File: config.mk
export PLATFORM = sky130hd
export DESIGN_NAME = fetch_queue
export DESIGN_NICKNAME = d
export VERILOG_FILES = /design/src/rtl/cpu_types_pkg.sv /design/src/rtl/fetch_fifo.sv /design/src/rtl/fetch_queue.sv
export SDC_FILE = /design/constraint.sdc
export NUM_CORES = 1
export LEC_CHECK = 0
export CAP_MARGIN = 20
export CORE_ASPECT_RATIO = 0.8
export CORE_MARGIN = 4
export CORE_UTILIZATION = 49
export CTS_CLUSTER_SIZE = 8
export DETAILED_ROUTE_END_ITERATION = 8
export GPL_ROUTABILITY_DRIVEN = 0
export PLACE_DENSITY = 0.76
export SYNTH_ARGS = -nofsm -noshare
export SYNTH_HDL_FRONTEND = slang
export SYNTH_SLANG_ARGS = --single-unit
export TNS_END_PERCENT = 30
File: constraint.sdc
create_clock -name CLK -period 3.1 [get_ports CLK]
set_input_delay 0.31 -clock CLK [delete_from_list [all_inputs] [get_ports CLK]]
set_output_delay 0.31 -clock CLK [all_outputs]
set_load 0.01 [all_outputs]
File: src/rtl/cpu_types_pkg.sv
// cpu_types_pkg: shared CPU types used by the fetch front end.
//   word_t         32-bit machine word
//   fetch_state_t  fetch FSM states (RUN / STOP / HALTED)
//   fetch_entry_t  queued instruction word plus its PC
//   HALT_INSTR     encoding that stops fetch
package cpu_types_pkg;

  typedef logic [31:0] word_t;

  localparam word_t HALT_INSTR = 32'hFFFF_FFFF;

  typedef enum logic [1:0] {
    RUN    = 2'd0,
    STOP   = 2'd1,
    HALTED = 2'd2
  } fetch_state_t;

  typedef struct packed {
    word_t instr;
    word_t pc;
  } fetch_entry_t;

endpackage

File: src/rtl/fetch_fifo.sv
// fetch_fifo: DEPTH-entry circular buffer of fetch_entry_t.
// Ports:
//   CLK, RST      clock, synchronous active-high reset
//   push, wdata   write wdata at the tail (caller never pushes when full)
//   pop           advance the head (caller never pops when empty)
//   flush         drop all entries; wins over push/pop
//   full, empty   occupancy flags
//   head          entry at the head (contents undefined when empty)
module fetch_fifo
  import cpu_types_pkg::*;
#(
  parameter int DEPTH = 4
) (
  input  logic         CLK,
  input  logic         RST,
  input  logic         push,
  input  logic         pop,
  input  logic         flush,
  input  fetch_entry_t wdata,
  output logic         full,
  output logic         empty,
  output fetch_entry_t head
);

  localparam int AW = $clog2(DEPTH);
  localparam int CW = AW + 1;

  fetch_entry_t      mem [DEPTH];
  logic [AW-1:0]     hd, tl;
  logic [CW-1:0]     count;

  assign full  = (count == CW'(DEPTH));
  assign empty = (count == '0);
  assign head  = mem[hd];

  // Storage needs no reset: nothing reads an entry before it is written.
  always_ff @(posedge CLK) begin
    if (push) mem[tl] <= wdata;
  end

  // Power-of-two depth lets the pointers wrap by plain overflow.
  always_ff @(posedge CLK) begin
    if (RST || flush) begin
      hd    <= '0;
      tl    <= '0;
      count <= '0;
    end else begin
      if (push) tl <= tl + 1'b1;
      if (pop)  hd <= hd + 1'b1;
      case ({push, pop})
        2'b10:   count <= count + 1'b1;
        2'b01:   count <= count - 1'b1;
        default: count <= count;
      endcase
    end
  end

endmodule

File: src/rtl/fetch_queue.sv
// fetch_queue: instruction-fetch front end. Owns the fetch PC, requests
// from the icache, buffers {instr, pc} in a fetch_fifo for decode, handles
// redirect flushes and the speculative halt word.
// Optional feature: define FETCH_BYPASS_EN to forward a fetched word straight
// to the decode outputs when the queue is empty.
// Ports:
//   CLK, RST                 clock, synchronous active-high reset
//   imemREN, imemaddr        icache request and fetch PC
//   imemload, ihit           icache returned word and hit
//   redirect, redirect_pc    flush queue and restart fetch at redirect_pc
//   deq                      decode consumes the head entry
//   inst_valid, inst, inst_pc head entry to decode
//   halt                     sticky: halt word left the queue
module fetch_queue
  import cpu_types_pkg::*;
#(
  parameter word_t PC_INIT   = 32'h0,
  parameter int    DEPTH     = 4,
  parameter word_t HALT_WORD = HALT_INSTR
) (
  input  logic        CLK,
  input  logic        RST,
  output logic        imemREN,
  output logic [31:0] imemaddr,
  input  logic [31:0] imemload,
  input  logic        ihit,
  input  logic        redirect,
  input  logic [31:0] redirect_pc,
  input  logic        deq,
  output logic        inst_valid,
  output logic [31:0] inst,
  output logic [31:0] inst_pc,
  output logic        halt
);

  fetch_state_t state, state_nxt;
  word_t        fetch_pc;
  fetch_entry_t head_e, cur_e, new_e;
  logic         full, empty;
  logic         redir, enq, byp, deq_ok, push, pop;

  assign imemREN  = (state == RUN) && !full && !RST;
  assign imemaddr = fetch_pc;

  // A redirect after the halt word retired must not restart fetch.
  assign redir = redirect && (state != HALTED);
  assign enq   = imemREN && ihit && !redirect;
  assign new_e = '{instr: imemload, pc: fetch_pc};

`ifdef FETCH_BYPASS_EN
  assign byp = empty && enq;
`else
  assign byp = 1'b0;
`endif

  assign cur_e      = byp ? new_e : head_e;
  assign inst_valid = !empty || byp;
  assign inst       = inst_valid ? cur_e.instr : '0;
  assign inst_pc    = inst_valid ? cur_e.pc    : '0;

  assign deq_ok = deq && inst_valid && (state != HALTED) && !redir;
  // A bypassed word consumed this cycle never enters the queue.
  assign push   = enq && !(byp && deq_ok);
  assign pop    = deq_ok && !empty;

  fetch_fifo #(.DEPTH(DEPTH)) u_fifo (
    .CLK   (CLK),
    .RST   (RST),
    .push  (push),
    .pop   (pop),
    .flush (redir),
    .wdata (new_e),
    .full  (full),
    .empty (empty),
    .head  (head_e)
  );

  always_ff @(posedge CLK) begin
    if (RST) begin
      state    <= RUN;
      fetch_pc <= PC_INIT;
    end else begin
      state <= state_nxt;
      if (redir)    fetch_pc <= redirect_pc;
      else if (enq) fetch_pc <= fetch_pc + 32'd4;
    end
  end

  // Retiring the halt word outranks enqueuing one (bypass case).
  always_comb begin
    state_nxt = state;
    if (redir) begin
      state_nxt = RUN;
    end else begin
      if (enq && imemload == HALT_WORD)          state_nxt = STOP;
      if (deq_ok && cur_e.instr == HALT_WORD)    state_nxt = HALTED;
    end
  end

  assign halt = (state == HALTED);

endmodule
==> reports/qor.csv <==
metric,value,unit
Critical Path AT,2.60,ns
number of global-route vias before repair,7143,
total track usage,19.6,%
share of layout cells above drive strength 1,15.6,%
Worst Setup End Kind,output pin,
I/O pin cnt,168,
DR iter-0 viols,585,
HP Class,in2reg,
hold wc startpoint,redirect_pc[1],
IO Port Bufs,167,
drt pass-1 iters,5,
Power Dens Cells,586,mW/mm²
Crit Path Category,reg2out,
Min Hold Slack,0.363,ns
initial antenna violation count,1,
fmax,343,MHz
final setup violation count,0,
CP Data Required Time,2.79,ns
max-slew violations,0,
"Seq/Total Area, Yosys",71.0,%
Worst-path clk slew,0.05,ns
Area after DPL,0.0142,mm²
post-synthesis cell count,694,
max cap viols,0,
Num CTS Buffers,43,
Via density,5.66,
grt ovf,0,
status,completed,
die footprint,0.0271,mm²
R2R Path End,imemaddr[23],
Period minus WS final,2.91,ns
Area growth syn-to-layout,27.8,%
first-pass GRT wire length,41300,µm
Mean Syn Cell Area,17.3,µm²
R2R Path Start,imemaddr[4],
Fin. Hold Viols,0,
ys async rst share,0,%
filler cell count,1753,
post-CTS sizing,0,
R2R Setup Slk,0.65,ns
routed wire length,26300,µm
drt wl/cell,21.4,µm
R2R cell count,5,
Yosys top cell area share,63.9,%
clock tree buffer depth,3,
post-route cell area,0.0154,mm²
Most used DFF post-synth,edfxtp_1,
maximum number of pins on one net before global-route repair,65,
DR vias,6965,
Max IR drop VDD,0.000372,V
Final Skew,0.0160,ns
core area,0.0242,mm²
WHS Path Cells,3,
Synth area leaders,"edfxtp_1, mux4_2, dfxtp_1",
# Post-CTS Setup Buffers,0,
Die Y,148,µm
CP Launch Type,flip-flop,
CTS root buffer,clkbuf_16,
Worst-Margin Slew,0.915,ns
relative slew slack,38.8,%
synth unique cells,41,
Leak,0.00487,µW
htree depth,2,
"FF+latch count, synth",299,
post-layout net count,963,
Synth area leader,edfxtp_1,
Final ANT Viol Nets,0,
Syn Nets,770,
RSZ-0062 raised after global routing,false,
DP Wirelength,16700,µm
CTS tree,yes,
hold_buf cts,0,
Die Wd,183,µm
clock sink count,299,
# DRC,0,
period utilization,93.9,%
row cnt,51,
Initial Util,49.6,%
synth warn,0,
Post-Syn Area,0.0120,mm²
clk_lat worst skew,0.50,ns
Hold Path Sink,imemaddr[1],
Post-synth EDFFs,256,
worst-path maximum fanout,26,
==> cells in the mapped netlist (2+ instances only) <==
cell / n
a211oi_1: 14
a21oi_1: 4
a311oi_1: 15
and2_1: 73
and3_1: 6
and4_1: 4
buf_2: 11
buf_4: 2
clkbuf_1: 25
dfxtp_1: 43
edfxtp_1: 256
ha_1: 6
inv_1: 10
mux2i_1: 2
mux4_2: 64
nand2_1: 12
nand3_1: 10
nand3_2: 2
nand4_1: 24
nor2_1: 40
nor2b_1: 2
nor3_1: 4
nor3b_1: 2
nor4_1: 3
o21ai_0: 8
o31ai_1: 7
or3_1: 8
or4_1: 7
xnor2_1: 5
xor2_1: 14
==> registers in the layout, indices dropped and copies added (netlist names), named ones only <==
register	flops
state	2
imemaddr	32
u_fifo.hd	2
u_fifo.count	3
u_fifo.mem	256
u_fifo.tl	2
==> layout make-up <==
| class | instances | area, µm² | share of cell area, % |
|---|---|---|---|
| Antenna cell | 1 | 2.50 | 0.0163 |
| Clock buffer | 67 | 1170 | 7.58 |
| Clock inverter | 2 | 15.0 | 0.0976 |
| Inverter | 10 | 37.5 | 0.244 |
| Multi-Input combinational cell | 346 | 3290 | 21.4 |
| Sequential cell | 299 | 8560 | 55.6 |
| Tap cell | 318 | 398 | 2.59 |
| Timing Repair Buffer | 187 | 1910 | 12.4 |
==> through the flow <==
step | power (µW) | worst slack, ns | TNS (ns) | std cells | util, %
after floorplan | 4730 | -0.0130 | -1.66 | 694 | -
after global placement | 5000 | 0.511 | 0 | 1160 | 58.5
after global routing | 9330 | 0.0511 | 0 | 1230 | 63.4
after detailed placement | 5010 | 0.417 | 0 | 1160 | 58.5
after CTS | 9080 | 0.132 | 0 | 1229 | 63.4
final | 9010 | 0.189 | 0 | 1230 | 63.4
==> layer usage <==
layer  GRT usage (%)  up-vias  routed length (µm)
met5               0        -                   0
met4            4.88        0                 589
met3            3.91       48                1680
met2            30.6      245               12400
met1            28.8     3523               11600
li1                -     3149                   -
==> where the power goes <==
| group | switching (µW) | internal, µW |
|---|---|---|
| sequential | 76.6 | 4440 |
| clock | 1530 | 2540 |
| combinational | 190 | 225 |
==> cells by family after synthesis <==
family | count (synthesis) | synth area share, %
flops | 299 | 71.0
simple gates | 203 | 9.81
mux | 66 | 12.1
compound gates | 51 | 3.07
buf+inv | 49 | 1.77
xor+xnor | 19 | 1.38
fa+ha+maj | 7 | 0.790
==> cell usage in the layout, fill, tap and decap left out, drive strengths merged, types with 7 or more instances in the layout <==
cell           instances
a311oi                15
edfxtp               256
buf                   20
mux4                  64
nand4                 25
or3                    8
o21ai                  9
dfxtp                 43
nand3                 12
clkdlybuf4s50        167
inv                   12
o31ai                  7
nor2                  40
xor2                  14
or4                    7
nand2                 12
and2                  73
a211oi                14
clkbuf                67
==> worst max-delay path, cell delays in order, from the launching register on <==
cell             delay, ns
dfxtp_4               0.56
buf_12                0.28
mux4_2                0.59
and2_1                0.18
clkdlybuf4s50_1       0.47
==> worst max path at each step <==
| stage | cells after the start | to | from | slack [ns] |
|---|---|---|---|---|
| final | 4 | inst[16] | flip-flop | 0.19 |
| after global routing | 4 | inst[14] | flip-flop | 0.05 |
| after CTS | 4 | inst[16] | flip-flop | 0.13 |
| after detailed placement | 7 | imemaddr[23] | RST | 0.42 |
| after global placement | 7 | imemaddr[31] | RST | 0.51 |
| after floorplan | 6 | u_fifo.mem[2][0] | RST | -0.01 |
(Power assumes the default switching activity.)
==> patch 1 (config.mk and constraints unchanged) <==
Add an input register stage for `imemload`, `ihit`, `redirect`, `redirect_pc` and `deq`; this delays them by one clock.
--- a/src/rtl/fetch_queue.sv
+++ b/src/rtl/fetch_queue.sv
@@ -34,4 +34,18 @@
 );
 
+  logic [31:0] imemload_q;
+  logic ihit_q;
+  logic redirect_q;
+  logic [31:0] redirect_pc_q;
+  logic deq_q;
+
+  always_ff @(posedge CLK) begin
+    imemload_q    <= imemload;
+    ihit_q        <= ihit;
+    redirect_q    <= redirect;
+    redirect_pc_q <= redirect_pc;
+    deq_q         <= deq;
+  end
+
   fetch_state_t state, state_nxt;
   word_t        fetch_pc;
@@ -44,7 +58,7 @@
 
   // A redirect after the halt word retired must not restart fetch.
-  assign redir = redirect && (state != HALTED);
-  assign enq   = imemREN && ihit && !redirect;
-  assign new_e = '{instr: imemload, pc: fetch_pc};
+  assign redir = redirect_q && (state != HALTED);
+  assign enq   = imemREN && ihit_q && !redirect_q;
+  assign new_e = '{instr: imemload_q, pc: fetch_pc};
 
 `ifdef FETCH_BYPASS_EN
@@ -59,5 +73,5 @@
   assign inst_pc    = inst_valid ? cur_e.pc    : '0;
 
-  assign deq_ok = deq && inst_valid && (state != HALTED) && !redir;
+  assign deq_ok = deq_q && inst_valid && (state != HALTED) && !redir;
   // A bypassed word consumed this cycle never enters the queue.
   assign push   = enq && !(byp && deq_ok);
@@ -82,5 +96,5 @@
     end else begin
       state <= state_nxt;
-      if (redir)    fetch_pc <= redirect_pc;
+      if (redir)    fetch_pc <= redirect_pc_q;
       else if (enq) fetch_pc <= fetch_pc + 32'd4;
     end
@@ -93,5 +107,5 @@
       state_nxt = RUN;
     end else begin
-      if (enq && imemload == HALT_WORD)          state_nxt = STOP;
+      if (enq && imemload_q == HALT_WORD)          state_nxt = STOP;
       if (deq_ok && cur_e.instr == HALT_WORD)    state_nxt = HALTED;
     end
Behaviour: not the same (a bounded check fails within 4 cycles, from zero or initial values and one cycle with RST high).
==> patch 1 against the unedited design <==
  * Sequential cell count up 67
  * Design area up 12%
  * Critical path depth unchanged
  * Synthesized area up 12%
  * First-iteration DRC count down 9.1%
  * Synthesized cell count up 10%
  * Worst setup slack worse by 0.053 ns
  * Power up 21%
  * Worst hold slack worse by 0.15 ns
  * Clock power up 25%
  * Global-route usage down 0.32 points
  * Sequential power up 21%
  * Routed wire length up 9.8%
  * Combinational power down 8.2%
  * Largest cell class unchanged
==> patch 1: results (changes against the unedited design) <==
{| class="wikitable"
! Metric !! Value
|-
| Run status || complete, no violations (unchanged)
|-
| Proportion of layout cells with a drive suffix above 1 || 0.159 (was 0.156)
|-
| Sequential area share after synthesis || 0.737 (was 0.710)
|-
| Switching power summed over all nets || 2.17 mW (was 1.80 mW)
|-
| Power of the clock network || 5.08 mW (was 4.07 mW)
|-
| Vias per cell || 5.39 (was 5.66)
|-
| Capture point of the worst reg-to-reg path || u_fifo.count[2]$_SDFFE_PP0P_ (was imemaddr[23]$_SDFFE_PP0P_)
|-
| Largest cells by area after synthesis || edfxtp_1, dfxtp_1, mux4_2 (was edfxtp_1, mux4_2, dfxtp_1)
|-
| Instance area at placement || 0.0157 mm² (was 0.0142 mm²)
|-
| Highest net fanout along the worst path || 22 (was 26)
|-
| Number of DRC violations after detailed-routing iteration 0 || 532 (was 585)
|-
| Peak VDD IR || 0.372 mV (about the same)
|-
| Worst R2R Setup Slack || 0.72 ns (was 0.65 ns)
|-
| Final-stage net count || 1046 (was 963)
|-
| Number of global-route vias before repair || 7524 (was 7143)
|-
| Cell count of the worst reg-to-reg path || 10 (was 5)
|-
| Fillers || 1828 (was 1753)
|-
| Crit path capture || inst[23] (was inst[16])
|-
| Antenna violations before repair || 0 (was 1)
|-
| Worst flop-to-flop path startpoint || u_fifo.count[2]$_SDFFE_PP0P_ (was imemaddr[4]$_SDFFE_PP0P_)
|-
| Pin count of the biggest net entering global routing || 47 (was 65)
|-
| Layout Skew || 0.00844 ns (was 0.0160 ns)
|-
| Drt wl/cell || 21.1 µm (was 21.4 µm)
|-
| Later-pin clock latency in the skew report || 0.53 ns (was 0.50 ns)
|-
| CTS buffer count || 51 (was 43)
|-
| Sequential-cell power consumption || 5.48 mW (was 4.52 mW)
|-
| WL met2 || 13700 µm (was 12400 µm)
|-
| Leading post-synthesis cells by instance count || edfxtp_1, dfxtp_1, and2_1 (was edfxtp_1, and2_1, mux4_2)
|-
| Worst EP arrival || 2.65 ns (was 2.60 ns)
|-
| Length of routed wiring on met1 || 13000 µm (was 11600 µm)
|-
| Power in combinational cells || 382 µW (was 416 µW)
|-
| Half-perimeter wire length of the detailed placement result || 19100 µm (was 16700 µm)
|}
-- patch 1: how the worst min path moves through the flow --
stage	from	to	cells after the start
final	imemload[11]	imemload_q[11]$_DFF_P_	1
after global routing	imemload[9]	imemload_q[9]$_DFF_P_	1
after CTS	imemload[11]	imemload_q[11]$_DFF_P_	1
after detailed placement	redirect_pc_q[1]$_DFF_P_	imemaddr[1]$_SDFFE_PP0P_	2
after global placement	redirect_pc_q[1]$_DFF_P_	imemaddr[1]$_SDFFE_PP0P_	2
after floorplan	deq	deq_q$_DFF_P_	0
-- patch 1: final cells by class --
class / instances / area share
Clock buffer: 95 / 0.0870
Inverter: 16 / 0.00350
Multi-Input combinational cell: 345 / 0.194
Sequential cell: 366 / 0.576
Tap cell: 357 / 0.0260
Timing Repair Buffer: 190 / 0.114
-- patch 1: metrics by stage --
step	util	instances
floorplan	-	764
global placement	0.589	1274
detailed placement	0.589	1274
CTS	0.645	1369
global route	0.646	1369
finish	0.646	1369
-- patch 1: logic make-up (layout without fill, tap and decap cells) --
family                     count (synthesis)  count (layout)  share of synthesized area
and+or+nand+nor                          204             204                     0.0900
buffers and inverters                     53             301                     0.0169
xor gates and xnor gates                  31              31                     0.0202
AOI/OAI and AO/OA                         37              37                     0.0201
adders and majority gates                  7               7                    0.00708
muxes                                     66              66                      0.109
DFF                                      366             366                      0.737
-- patch 1: worst reg2reg max path, cell delays in order, from the launching register on --
cell     delay [ns]
dfxtp_1        0.36
or3b_2         0.52
and3_1         0.23
inv_1          0.08
ha_1           0.18
inv_1          0.06
fa_1           0.37
xor2_1         0.15
nor2_1         0.12
xnor2_1        0.13
nor2_1         0.05
==> patch 2 (same settings) <==
Without the edit above. Build with the macro `FETCH_BYPASS_EN` defined.
--- a/src/rtl/fetch_queue.sv
+++ b/src/rtl/fetch_queue.sv
@@ -12,4 +12,6 @@
 //   inst_valid, inst, inst_pc head entry to decode
 //   halt                     sticky: halt word left the queue
+`define FETCH_BYPASS_EN
+
 module fetch_queue
   import cpu_types_pkg::*;
Function: changed (a bounded check fails within 4 cycles, from zero or initial values and one cycle with RST high).
==> patch 2 against the unedited design <==
  * Core utilization increased by 1.3 points
  * Sequential share of layout area decreased by 3.2 points
  * Routed wire length increased by 18%
  * Synthesized area increased by 4.3%
  * Clock power increased by 5.9%
  * Count of clock-buffer cells in the layout increased by 11
  * Clock skew decreased by 0.0068 ns
  * Worst setup slack got worse by 0.086 ns
  * Via count increased by 15%
  * Design area increased by 6.2%
  * Sequential cell count unchanged
  * Power increased by 4.1%
  * Cell count increased by 11%
  * Worst hold slack improved by 0.034 ns
  * Largest cell class unchanged
==> patch 2: results (changes against the unedited design) <==
{| class="wikitable"
! Metric !! Value
|-
| Startpoint of the most critical hold path || redirect_pc[15] (was redirect_pc[1])
|-
| Largest cells by area after synthesis || edfxtp_1, mux4_2, dfxtp_1 (unchanged)
|-
| Post-synth net total || 883 (was 770)
|-
| Synthesized area divided by synthesized cell count || 15.6 µm² (was 17.3 µm²)
|-
| Proportion of layout cells with a drive suffix above 1 || 0.164 (was 0.156)
|-
| Yosys top cell area share || 0.612 (was 0.639)
|-
| Sequential area share after synthesis || 0.681 (was 0.710)
|-
| Final WS setup || 0.103 ns (was 0.189 ns)
|-
| Total number of vias || 8017 (was 6965)
|-
| Parity-gate share of the synthesized area counting xor and xnor cells || 0.0188 (was 0.0138)
|-
| Placement-stage worst setup slack || 0.119 ns (was 0.417 ns)
|-
| Drt wl/cell || 22.7 µm (was 21.4 µm)
|-
| Run status || complete, no violations (unchanged)
|-
| Number of global-route vias before repair || 8154 (was 7143)
|-
| Number of distinct standard cells referenced by the synthesized netlist || 49 (was 41)
|-
| Worst R2R Setup Slack || 0.69 ns (was 0.65 ns)
|-
| Worst-Margin Slew || 0.824 ns (was 0.915 ns)
|-
| Highest net fanout along the worst path || 20 (was 26)
|-
| Critical Path Slowest Stage Cell || clkdlybuf4s50_1 (was mux4_2)
|-
| Half-perimeter wire length of the detailed placement result || 19800 µm (was 16700 µm)
|-
| Synth Area in Adders || 0.00758 (was 0.00790)
|-
| Complex-gate fraction of the synthesized area || 0.0581 (was 0.0307)
|-
| Multiplexer share of the synthesized area || 0.121 (about the same)
|-
| Leakage power || 5.59 nW (was 4.87 nW)
|-
| Leading post-synthesis cells by instance count || edfxtp_1, nand2_1, mux4_2 (was edfxtp_1, and2_1, mux4_2)
|-
| Number of DRC violations after detailed-routing iteration 0 || 672 (was 585)
|-
| Final-stage net count || 1085 (was 963)
|-
| Pin count of the biggest net entering global routing || 43 (was 65)
|-
| Hold Worst Slack || 0.397 ns (was 0.363 ns)
|-
| Peak VDD IR || 0.455 mV (was 0.372 mV)
|-
| Antenna violations before repair || 0 (was 1)
|-
| Maximum cell stage delay along the critical path || 0.57 ns (was 0.59 ns)
|-
| Antenna cells || 0 (was 1)
|-
| Layout Skew || 0.00915 ns (was 0.0160 ns)
|-
| CTS buffer count || 43 (unchanged)
|-
| Wire length of the first global-routing pass || 47900 µm (was 41300 µm)
|}
-- patch 2: layout make-up --
type / instances / area (µm²)
Sequential cell: 299 / 8560
Tap cell: 324 / 405
Fill cell: 1824 / 8920
Clock inverter: 1 / 5.00
Inverter: 16 / 60.1
Multi-Input combinational cell: 442 / 3780
Clock buffer: 78 / 1260
Timing Repair Buffer: 207 / 2260
-- patch 2: final timing paths --
| kind | end | depth (start not counted) |
|---|---|---|
| min | imemaddr[15]$_SDFFE_PP0N_ | 3 |
| min reg2reg | state[1]$_SDFFE_PP0P_ | 2 |
| max | inst[4] | 7 |
| max reg2reg | u_fifo.count[1]$_SDFFE_PP0P_ | 11 |
-- patch 2: power breakdown --
| group | internal (mW) | switching, mW | total (mW) | leakage, nW |
|---|---|---|---|---|
| logic | 0.285 | 0.266 | 0.551 | 2.31 |
| registers | 4.44 | 0.0832 | 4.52 | 2.67 |
| clock network | 2.71 | 1.60 | 4.31 | 0.603 |
-- patch 2: timing repair --
| action | CTS | global route |
|---|---|---|
| setup buffers | 2 | 0 |
| resized for setup | 3 | 27 |
| cloned | 1 | 0 |
| endpoints found under the setup margin | 47 | 51 |
| pin swaps | 1 | 0 |
-- patch 2: metal layers --
metal | routed length (µm) | part of all wire | GRT usage | vias to the layer above
met5 | 0 | 0 | 0 | -
met4 | 584 | 0.019 | 0.0573 | 0
met3 | 2090 | 0.068 | 0.0412 | 55
met2 | 14800 | 0.48 | 0.351 | 306
met1 | 13500 | 0.44 | 0.312 | 4055
li1 | - | - | - | 3601
-- patch 2: worst register-to-register path, delay by kind of cell (launching register included) --
kind | cells | cell delay (ns)
AND/OR/NAND/NOR | 4 | 0.87
AO/OA/AOI/OAI | 2 | 0.18
buffers and inverters | 3 | 0.32
adder cells (fa/ha/maj) | 2 | 0.63
flip-flops | 1 | 0.33
